===== src/rtl/forwarded_value_tracker.sv =====
// Destination-domain consumer for a CDC data forwarder: qualifies stable values, publishes them with a
// strobe, counts updates and flags a stale source. Define FWD_TRACKER_DELTA_EN to enable the delta output.
module forwarded_value_tracker #(
   parameter int DATA_WIDTH    = 32,
   parameter int STABLE_COUNT  = 2,
   parameter int STALE_TIMEOUT = 1024
) (
   input  logic                  clk,
   input  logic                  rst_n,
   input  logic [DATA_WIDTH-1:0] inData,
   output logic [DATA_WIDTH-1:0] valueOut,
   output logic                  valueStrobe,
   output logic                  valueValid,
   output logic [15:0]           updateCount,
   output logic                  stale,
   output logic [DATA_WIDTH-1:0] delta
);

   localparam int CNT_W  = $clog2(STABLE_COUNT + 1);
   localparam int IDLE_W = $clog2(STALE_TIMEOUT);
   localparam logic [CNT_W-1:0]  CNT_MAX  = CNT_W'(STABLE_COUNT);
   localparam logic [IDLE_W-1:0] IDLE_MAX = IDLE_W'(STALE_TIMEOUT - 1);

   typedef enum logic [1:0] {
      ST_EMPTY = 2'd0,
      ST_TRACK = 2'd1,
      ST_STALE = 2'd2
   } state_t;

   function automatic logic [CNT_W-1:0] sat_inc(input logic [CNT_W-1:0] cnt);
      return (cnt >= CNT_MAX) ? CNT_MAX : cnt + 1'b1;
   endfunction

   function automatic logic [DATA_WIDTH-1:0] wrap_sub(input logic [DATA_WIDTH-1:0] a,
                                                      input logic [DATA_WIDTH-1:0] b);
      return a - b;
   endfunction

   logic [DATA_WIDTH-1:0] sample_q, sample_d;
   logic [DATA_WIDTH-1:0] candidate_q, candidate_d;
   logic [CNT_W-1:0]      stable_cnt_q, stable_cnt_d;
   logic [DATA_WIDTH-1:0] value_q, value_d;
   logic                  strobe_q, strobe_d;
   logic                  valid_q, valid_d;
   logic [15:0]           count_q, count_d;
   logic                  stale_q, stale_d;
   logic [IDLE_W-1:0]     idle_q, idle_d;
   state_t                state_q, state_d;
   logic                  publish;

   always_comb begin
      sample_d     = inData;
      candidate_d  = candidate_q;
      stable_cnt_d = stable_cnt_q;
      if (sample_q != candidate_q) begin
         candidate_d  = sample_q;
         stable_cnt_d = CNT_W'(1);
      end else begin
         stable_cnt_d = sat_inc(stable_cnt_q);
      end
   end

   // A held or re-forwarded copy of the published value never republishes; before the first
   // publish any qualified value (including 0) is taken.
   assign publish = (stable_cnt_q == CNT_MAX) && (!valid_q || (candidate_q != value_q));

   always_comb begin
      value_d  = value_q;
      strobe_d = publish;
      valid_d  = valid_q | publish;
      count_d  = count_q + 16'(publish);
      stale_d  = stale_q;
      idle_d   = idle_q;
      state_d  = state_q;
      if (publish) begin
         value_d = candidate_q;
         state_d = ST_TRACK;
         idle_d  = '0;
         stale_d = 1'b0;
      end else begin
         case (state_q)
            ST_EMPTY, ST_TRACK: begin
               if (idle_q == IDLE_MAX) begin
                  state_d = ST_STALE;
                  stale_d = 1'b1;
               end else begin
                  idle_d = idle_q + 1'b1;
               end
            end
            default: begin
               state_d = ST_STALE;
               stale_d = 1'b1;
            end
         endcase
      end
   end

`ifdef FWD_TRACKER_DELTA_EN
   logic [DATA_WIDTH-1:0] delta_q, delta_d;

   always_comb begin
      delta_d = delta_q;
      if (publish) begin
         delta_d = valid_q ? wrap_sub(candidate_q, value_q) : '0;
      end
   end

   always_ff @(posedge clk or negedge rst_n) begin
      if (!rst_n) begin
         delta_q <= '0;
      end else begin
         delta_q <= delta_d;
      end
   end

   assign delta = delta_q;
`else
   assign delta = '0;
`endif

   always_ff @(posedge clk or negedge rst_n) begin
      if (!rst_n) begin
         sample_q     <= '0;
         candidate_q  <= '0;
         stable_cnt_q <= '0;
         value_q      <= '0;
         strobe_q     <= 1'b0;
         valid_q      <= 1'b0;
         count_q      <= '0;
         stale_q      <= 1'b0;
         idle_q       <= '0;
         state_q      <= ST_EMPTY;
      end else begin
         sample_q     <= sample_d;
         candidate_q  <= candidate_d;
         stable_cnt_q <= stable_cnt_d;
         value_q      <= value_d;
         strobe_q     <= strobe_d;
         valid_q      <= valid_d;
         count_q      <= count_d;
         stale_q      <= stale_d;
         idle_q       <= idle_d;
         state_q      <= state_d;
      end
   end

   assign valueOut    = value_q;
   assign valueStrobe = strobe_q;
   assign valueValid  = valid_q;
   assign updateCount = count_q;
   assign stale       = stale_q;

endmodule


===== config.mk =====
export PLATFORM = sky130hd
export DESIGN_NAME = forwarded_value_tracker
export DESIGN_NICKNAME = d
export VERILOG_FILES = /design/src/rtl/forwarded_value_tracker.sv
export SDC_FILE = /design/constraint.sdc
export NUM_CORES = 1
export LEC_CHECK = 0
export CORE_AREA = 2 2 85 128
export DETAILED_ROUTE_END_ITERATION = 8
export DIE_AREA = 0 0 87 130
export HOLD_SLACK_MARGIN = 0.03
export PLACE_DENSITY = 0.93
export SETUP_SLACK_MARGIN = 0.4
export SYNTH_ARGS = -nofsm -noshare
export SYNTH_HDL_FRONTEND = slang
export SYNTH_SLANG_ARGS = --single-unit

===== constraint.sdc =====
create_clock -name clk -period 3.85 [get_ports clk]
set_input_delay 0.385 -clock clk [delete_from_list [all_inputs] [get_ports clk]]
set_output_delay 0.385 -clock clk [all_outputs]
set_load 0.02 [all_outputs]

==> results.tsv, run 1 <==
stage	metric	value	unit
placement	# port buffers	84	
die	Core ar.	10300	um^2
timing	clk_skew	0.00491	ns
cts	clock latency on the worst-skew pair	0.41	ns
final_layout	final net count	500	
synthesis	Synth Register Bits	127	
route	DRT Wirelength	10.2	mm
timing	Fin. Hold Viols	0	
final_layout	Non-Filler Instances	595	
placement	HPWL after DPL	7.13	mm
synthesis	XOR/XNOR share of the synthesized area	14.4	%
worst_setup_path	Reg2Reg Launch Point	candidate_q[20]	
die	FP Rows	46	
global_route	GRT overflow	0	
timing	Final Max Slew Viols	0	
worst_setup_path	Worst setup endpoint	updateCount[14]	
run_status	status	completed	
cts	clock sink count	127	
cts	Max clock buf depth	2	
worst_setup_path	crit-path cells	xor2_1 > nor4_1 > nand4_1 > o31a_2 > ha_1 > ha_1 > and3_1 > nand4_1 > xnor2_1	
timing	Slew HR	39.8	%
synthesis	simple-gate area share of the yosys netlist	7.48	%
pwr	PD cells	473	nW/um^2
cts	Reg clk slew, reported paths	0.05	ns
route	routed len/inst	17.2	um
final_layout	commonest cells after routing, fill and taps aside	dfrtp_1, clkdlybuf4s50_1, xor2_1	
die	IO Count	117	
worst_setup_path	FF-to-FF setup slack	1.20	ns
worst_setup_path	critical path startpoint	candidate_q[20]	
worst_setup_path	reg-to-reg endpoint	updateCount[14]	
final_layout	n_diodes	0	
synthesis	mux contribution to synthesized area	7.51	%
placement	Placed Cells	564	
route	via/cell ratio	4.99	
flow_run	Max Cap Viol	0	
die	Die W	87	um
final_layout	share of cells above drive strength 1	13.7	%
cts	number of hold buffers added after cts	0	
die	Die ar.	11300	um^2
synthesis	area of the mapped netlist	5180	um^2
cts	htree depth	4	
route	routed via count	2971	
worst_setup_path	slowest CP cell	dfrtp_1	
global_route	vias in the first global route	3084	
worst_setup_path	Crit. End Element	flip-flop	
global_route	pin count of the biggest net entering global routing	72	
synthesis	main combinational cell family by area after synthesis	XOR/XNOR gates	
synthesis	Avg Cell Area, Syn	13.1	um^2
timing	RSZ-0062 raised after global routing	no	
worst_setup_path	WP data required	4.18	ns
worst_setup_path	Crit Path Category	reg -> reg	
synthesis	synth warn	0	
timing	crit share post-route	68.8	%
timing	setup violators final	0	
cts	Root Buffer	clkbuf_16	
final_layout	area grow syn2layout	25.1	%
die	Starting Density	50.3	%
timing	Worst-Margin Slew	0.898	ns
placement	placed instance area	5920	um^2
synthesis	Post-Synth Adder-Cell Area	0.724	%
cts	CTS buffer count	17	
synthesis	compound-gate portion of the synthesized area	0.676	%
synthesis	Cells after Synth	396	
route	Detailed Routing Iterations Pass 1	4	
pwr	Lkg Pwr	0.00305	uW
global_route	GRT Total Usage	19.6	%
cts	CTS tree	yes	
timing	Period minus WS final	2.65	ns
worst_hold_path	Min-Delay Path Class	in -> async	
die	Die Y	130	um
worst_setup_path	CP arrival	2.98	ns
worst_setup_path	critical path fanouts, max	5	
worst_setup_path	CP max stage delay	0.44	ns
global_route	initial antenna violation count	0	
synthesis	main flop type after synthesis	dfrtp_1	
placement	GPL Wtd Cong	0.811	
synthesis	post-synth cell types	28	
synthesis	register area share after synthesis	61.3	%
timing	Final TNS setup	0	ns
worst_setup_path	r2r worst-path depth	9	
synthesis	Async S/R FF share, synth	100	%
final_layout	post-layout instance area	6480	um^2
pwr	Peak VDD IR	0.330	mV
route	Residual DRC	0	
global_route	first-pass GRT wire length	16.1	mm
cts	Post-CTS Repair Setup Buffers	0	
synthesis	number of synthesized flops with an enable pin	0	
cts	post-CTS sizing	0	
route	Routed Antenna Nets	0	
final_layout	most common cell after layout, fill and taps aside	dfrtp_1	
worst_setup_path	Worst setup SP type	flip-flop	
timing	highest clock rate	0.378	GHz
route	DRT iter0 DRCs	166	
cell families (layout without fill, tap and decap cells):
logic type | Yosys count | in the layout
flip-flops | 127 | 127
AO/OA/AOI/OAI | 5 | 5
AND/OR/NAND/NOR | 72 | 72
multiplexers | 33 | 33
other | 1 | 32
adder cells (fa/ha/maj) | 3 | 3
buffers and inverters | 70 | 118
XOR/XNOR | 85 | 85
worst min-delay path by stage:
stage                             from               to  cells after the start
after floorplan                  rst_n   candidate_q[0]                      0
after global placement    sample_q[28]  candidate_q[28]                      0
after detailed placement  sample_q[10]  candidate_q[10]                      0
after CTS                        rst_n  candidate_q[15]                      1
after global routing             rst_n  candidate_q[15]                      1
final                            rst_n  candidate_q[15]                      1
where the power goes:
group	switching, uW	leakage [uW]	internal (uW)
clock network	536	0.000284	994
registers	32.8	0.00161	1370
logic	79.0	0.00116	56.3
total	647	0.00305	2420
Yosys cell counts, types with 2 or more instances:
master,number,area [um^2]
nand2_1,9,33.8
xor2_1,60,526
nor2_1,16,60.1
ha_1,3,37.5
clkbuf_1,34,128
buf_4,32,240
xnor2_1,25,219
mux2_4,5,75.1
nor4_1,13,81.3
and3_1,5,31.3
nand4_1,11,68.8
nand3_1,9,45.0
dfrtp_1,127,3180
buf_6,3,33.8
nor3_1,2,10.0
mux2_2,27,304
and4_1,4,35.0
metrics by stage:
step	total power [uW]	worst slack [ns]	hold slack, ns	util, %
6_report	3070	1.20	0.0295	62.9
3_3_place_gp	1560	1.24	0.379	57.4
2_1_floorplan	1520	1.20	0.0894	-
5_1_grt	3180	1.05	0.0798	62.9
3_5_place_dp	1560	1.23	0.381	57.4
4_1_cts	3090	1.13	0.0512	62.9
worst max-delay path: cells and delay by family (launching register included):
family / cells / cell delay (ns)
AOI/OAI and AO/OA: 1 / 0.38
xor gates and xnor gates: 2 / 0.30
adders and majority gates: 2 / 0.52
DFF: 1 / 0.44
and+or+nand+nor: 4 / 0.93
area by class of cell:
class / instances / area, um^2
clock inverter: 7 / 85.1
sequential: 127 / 3180
tap: 120 / 150
timing repair buffer: 87 / 873
multi-input combinational: 230 / 1720
clock buffer: 24 / 482
fill: 749 / 3820
routing by layer:
layer | up-vias | track usage (%) | part of all wire [%] | wire (um)
li1 | 1357 | - | - | -
met1 | 1485 | 22.0 | 38 | 3940
met2 | 108 | 32.8 | 53 | 5420
met3 | 21 | 7.72 | 6.4 | 657
met4 | 0 | 8.36 | 2.3 | 231
met5 | - | 0 | 0 | 0
sequential cells by signal, summed over array words and instances, names as in the netlist:
register and cells:
candidate_q 32, sample_q 32, valueOut 32, updateCount 16
idle_q 10, stable_cnt_q 2, stale 1, valueStrobe 1
valueValid 1
(Power assumes the default switching activity.)
==> run 2: changes to the inputs <==
- CORE_AREA: 2 2 85 128 -> 2 2 87 130
- DIE_AREA: 0 0 87 130 -> 0 0 89 132
- PLACE_DENSITY: 0.93 -> 0.9
- clock period: 3.85 -> 2.65 ns (I/O delays scaled with it)
==> run 2 against run 1 <==
  * Count of clock-buffer cells in the layout is 2 lower
  * Worst hold slack improved by 0.26 ns
  * Critical path depth is the same
  * Die area is 3.9% higher
  * Largest power group unchanged
  * Total power is 57% higher
  * Critical path type unchanged
  * Clock power grew 68%
  * Largest cell class unchanged
  * Non-clock buffer count grew 18
  * Global-route usage fell by 0.28 points
==> results.tsv, run 2 (synthesized netlist as in run 1, its figures left out) <==
stage	metric	value	unit	change
timing	Worst-Margin Slew	0.537	ns	-0.361 ns
die	Die W	89	um	+2.3%
route	via/cell ratio	4.84		-3.1%
die	Core ar.	10600	um^2	+2.8%
final_layout	area grow syn2layout	32.8	%	
cts	CTS buffer count	17		unchanged
route	Detailed Routing Iterations Pass 1	4		unchanged
pwr	sequential share of power	42.3	%	-3.4 points
global_route	GRT overflow	0		unchanged
cts	Reg clk slew, reported paths	0.06	ns	about the same
worst_setup_path	Worst setup SP type	flip-flop		
timing	RSZ-0062 raised after global routing	yes		
final_layout	commonest cells after routing, fill and taps aside	dfrtp_1, clkdlybuf4s50_1, xor2_1		
route	routed via count	3087		+3.9%
placement	GPL Wtd Cong	0.790		-2.6%
final_layout	final net count	518		+3.6%
worst_setup_path	critical path fanouts, max	4		-1
placement	HPWL after DPL	7.23	mm	+1.5%
route	Max Used Layer	met4		
die	Die Y	132	um	+1.5%
pwr	sw frac	20.2	%	-0.88 points
pwr	Combinational Power Share	4.4	%	about the same
cts	CTS tree	yes		
cts	clock latency on the worst-skew pair	0.42	ns	about the same
final_layout	FILL cells	761		+1.6%
timing	Final TNS setup	0	ns	unchanged
route	routed len/inst	16.5	um	-4.0%
timing	clk_skew	0.0136	ns	+0.00870 ns
timing	Period minus WS final	2.25	ns	-0.395 ns
final_layout	share of cells above drive strength 1	23.3	%	+9.6 points
cts	clock sink count	127		unchanged
cts	Max clock buf depth	2		unchanged
pwr	PD cells	700	nW/um^2	+48%
global_route	first-pass GRT wire length	16.8	mm	+4.9%
global_route	vias in the first global route	3279		+6.3%
route	met1 wire length	4.12	mm	+4.4%
die	IO Count	117		unchanged
route	DRT Wirelength	10.5	mm	+2.9%
timing	setup violators final	0		unchanged
timing	Final Max Slew Viols	0		unchanged
final_layout	n_diodes	0		unchanged
route	DRT iter0 DRCs	82		-51%
flow_run	Max Cap Viol	0		unchanged
run_status	status	completed		
pwr	total power	4820	uW	+57%
cts	Root Buffer	clkbuf_16		
die	FP Rows	46		unchanged
worst_setup_path	CP arrival	2.58	ns	-0.40 ns
timing	Slew HR	64.2	%	+24 points
worst_setup_path	WP data required	2.98	ns	-1.20 ns
cts	htree depth	4		unchanged
route	Detail Route met3 WL	561	um	-15%
placement	# port buffers	84		unchanged
timing	highest clock rate	0.444	GHz	+18%
route	Residual DRC	0		unchanged
route	Routed Antenna Nets	0		unchanged
pwr	Lkg Pwr	0.00316	uW	+3.7%
route	met2 WL	5.63	mm	+4.0%
pwr	Peak VDD IR	0.439	mV	+33%
global_route	GRT Total Usage	19.3	%	-0.28 points
pwr	Cell Int Power	3850	uW	+59%
global_route	pin count of the biggest net entering global routing	62		-14%
pwr	clock power share	53.3	%	+3.5 points
final_layout	most common cell after layout, fill and taps aside	dfrtp_1		
worst_hold_path	Min-Delay Path Class	in -> reg		
timing	crit share post-route	85.0	%	+16 points
pwr	net load switching power	975	uW	+51%
worst_setup_path	Crit. End Element	flip-flop		
global_route	initial antenna violation count	0		unchanged
die	Starting Density	48.9	%	-1.4 points
timing	Fin. Hold Viols	0		unchanged
worst_setup_path	Crit Path Category	reg -> reg		
die	Die ar.	11700	um^2	+3.9%
[run 2: cell count changes in the layout (fill, tap and decap cells not counted), moves of 3 or more]
cell and change:
dfrtp_2 +16, nor4_1 -5, dfrtp_1 -16, bufinv_16 +3, clkbuf_1 -3, nor4_2 +5
buf_4 +15
[run 2: stage by stage]
step                      area (um^2)  util [%]  worst slack [ns]  hold WS [ns]  instances
after global routing             6880      65.0             0.319         0.273        638
final                            6880      65.0             0.398         0.286        638
after global placement           6020      56.8             0.189         0.271        591
after floorplan                  5350         -             0.200       -0.0306        427
after detailed placement         6020      56.8             0.123         0.279        591
after CTS                        6810      64.3             0.354         0.281        633
[run 2: area by class of cell]
cell class / count / area [um^2] / share of cell area (%)
multi-input cells: 230 / 1810 / 26.3
repair buffers: 105 / 1030 / 15.0
clock buffers: 22 / 484 / 7.03
flip-flops and latches: 127 / 3200 / 46.5
clock inverters: 10 / 181 / 2.64
well taps: 144 / 180 / 2.62
[run 2: path summary, 6_finish.rpt]
path	start	end	slack [ns]	depth (start not counted)
max	candidate_q[5]	updateCount[14]	0.40	9
min	inData[0]	sample_q[0]	0.29	1
max reg2reg	candidate_q[5]	updateCount[14]	0.40	9
min reg2reg	sample_q[27]	candidate_q[27]	0.38	0
max in group asynchronous	rst_n	valueOut[8]	1.46	3
min in group asynchronous	rst_n	sample_q[21]	0.40	2
[run 2: power groups by stage]
| stage | logic [uW] | registers, uW | clock network [uW] |
|---|---|---|---|
| floorplan | 143 | 2060 | 0 |
| global placement | 199 | 2070 | 0 |
| detailed placement | 199 | 2070 | 0 |
| CTS | 209 | 2040 | 2600 |
| global route | 234 | 2050 | 2700 |
| finish | 210 | 2040 | 2570 |
[run 2: repair_timing]
action,4_1_cts,5_1_grt
endpoints found under the hold margin,39,0
resized for setup,9,7
setup endpoints to repair,28,24
pin swaps,7,7
cloned,0,0
setup buffers,9,5
hold buffers,1,0
[run 2: worst max-delay path, cell delays in order, from the launching register on]
cell     delay, ns
dfrtp_1       0.39
xor2_1        0.17
nor4_2        0.33
nand4_1       0.16
o31a_4        0.41
ha_4          0.19
ha_4          0.15
and3_4        0.16
nand4_1       0.09
xnor2_1       0.12
[run 2: per-layer routing]
metal | vias up | track usage [%]
met5 | - | 0
li1 | 1396 | -
met4 | 0 | 7.88
met2 | 113 | 32.6
met1 | 1561 | 22.0
met3 | 17 | 6.39
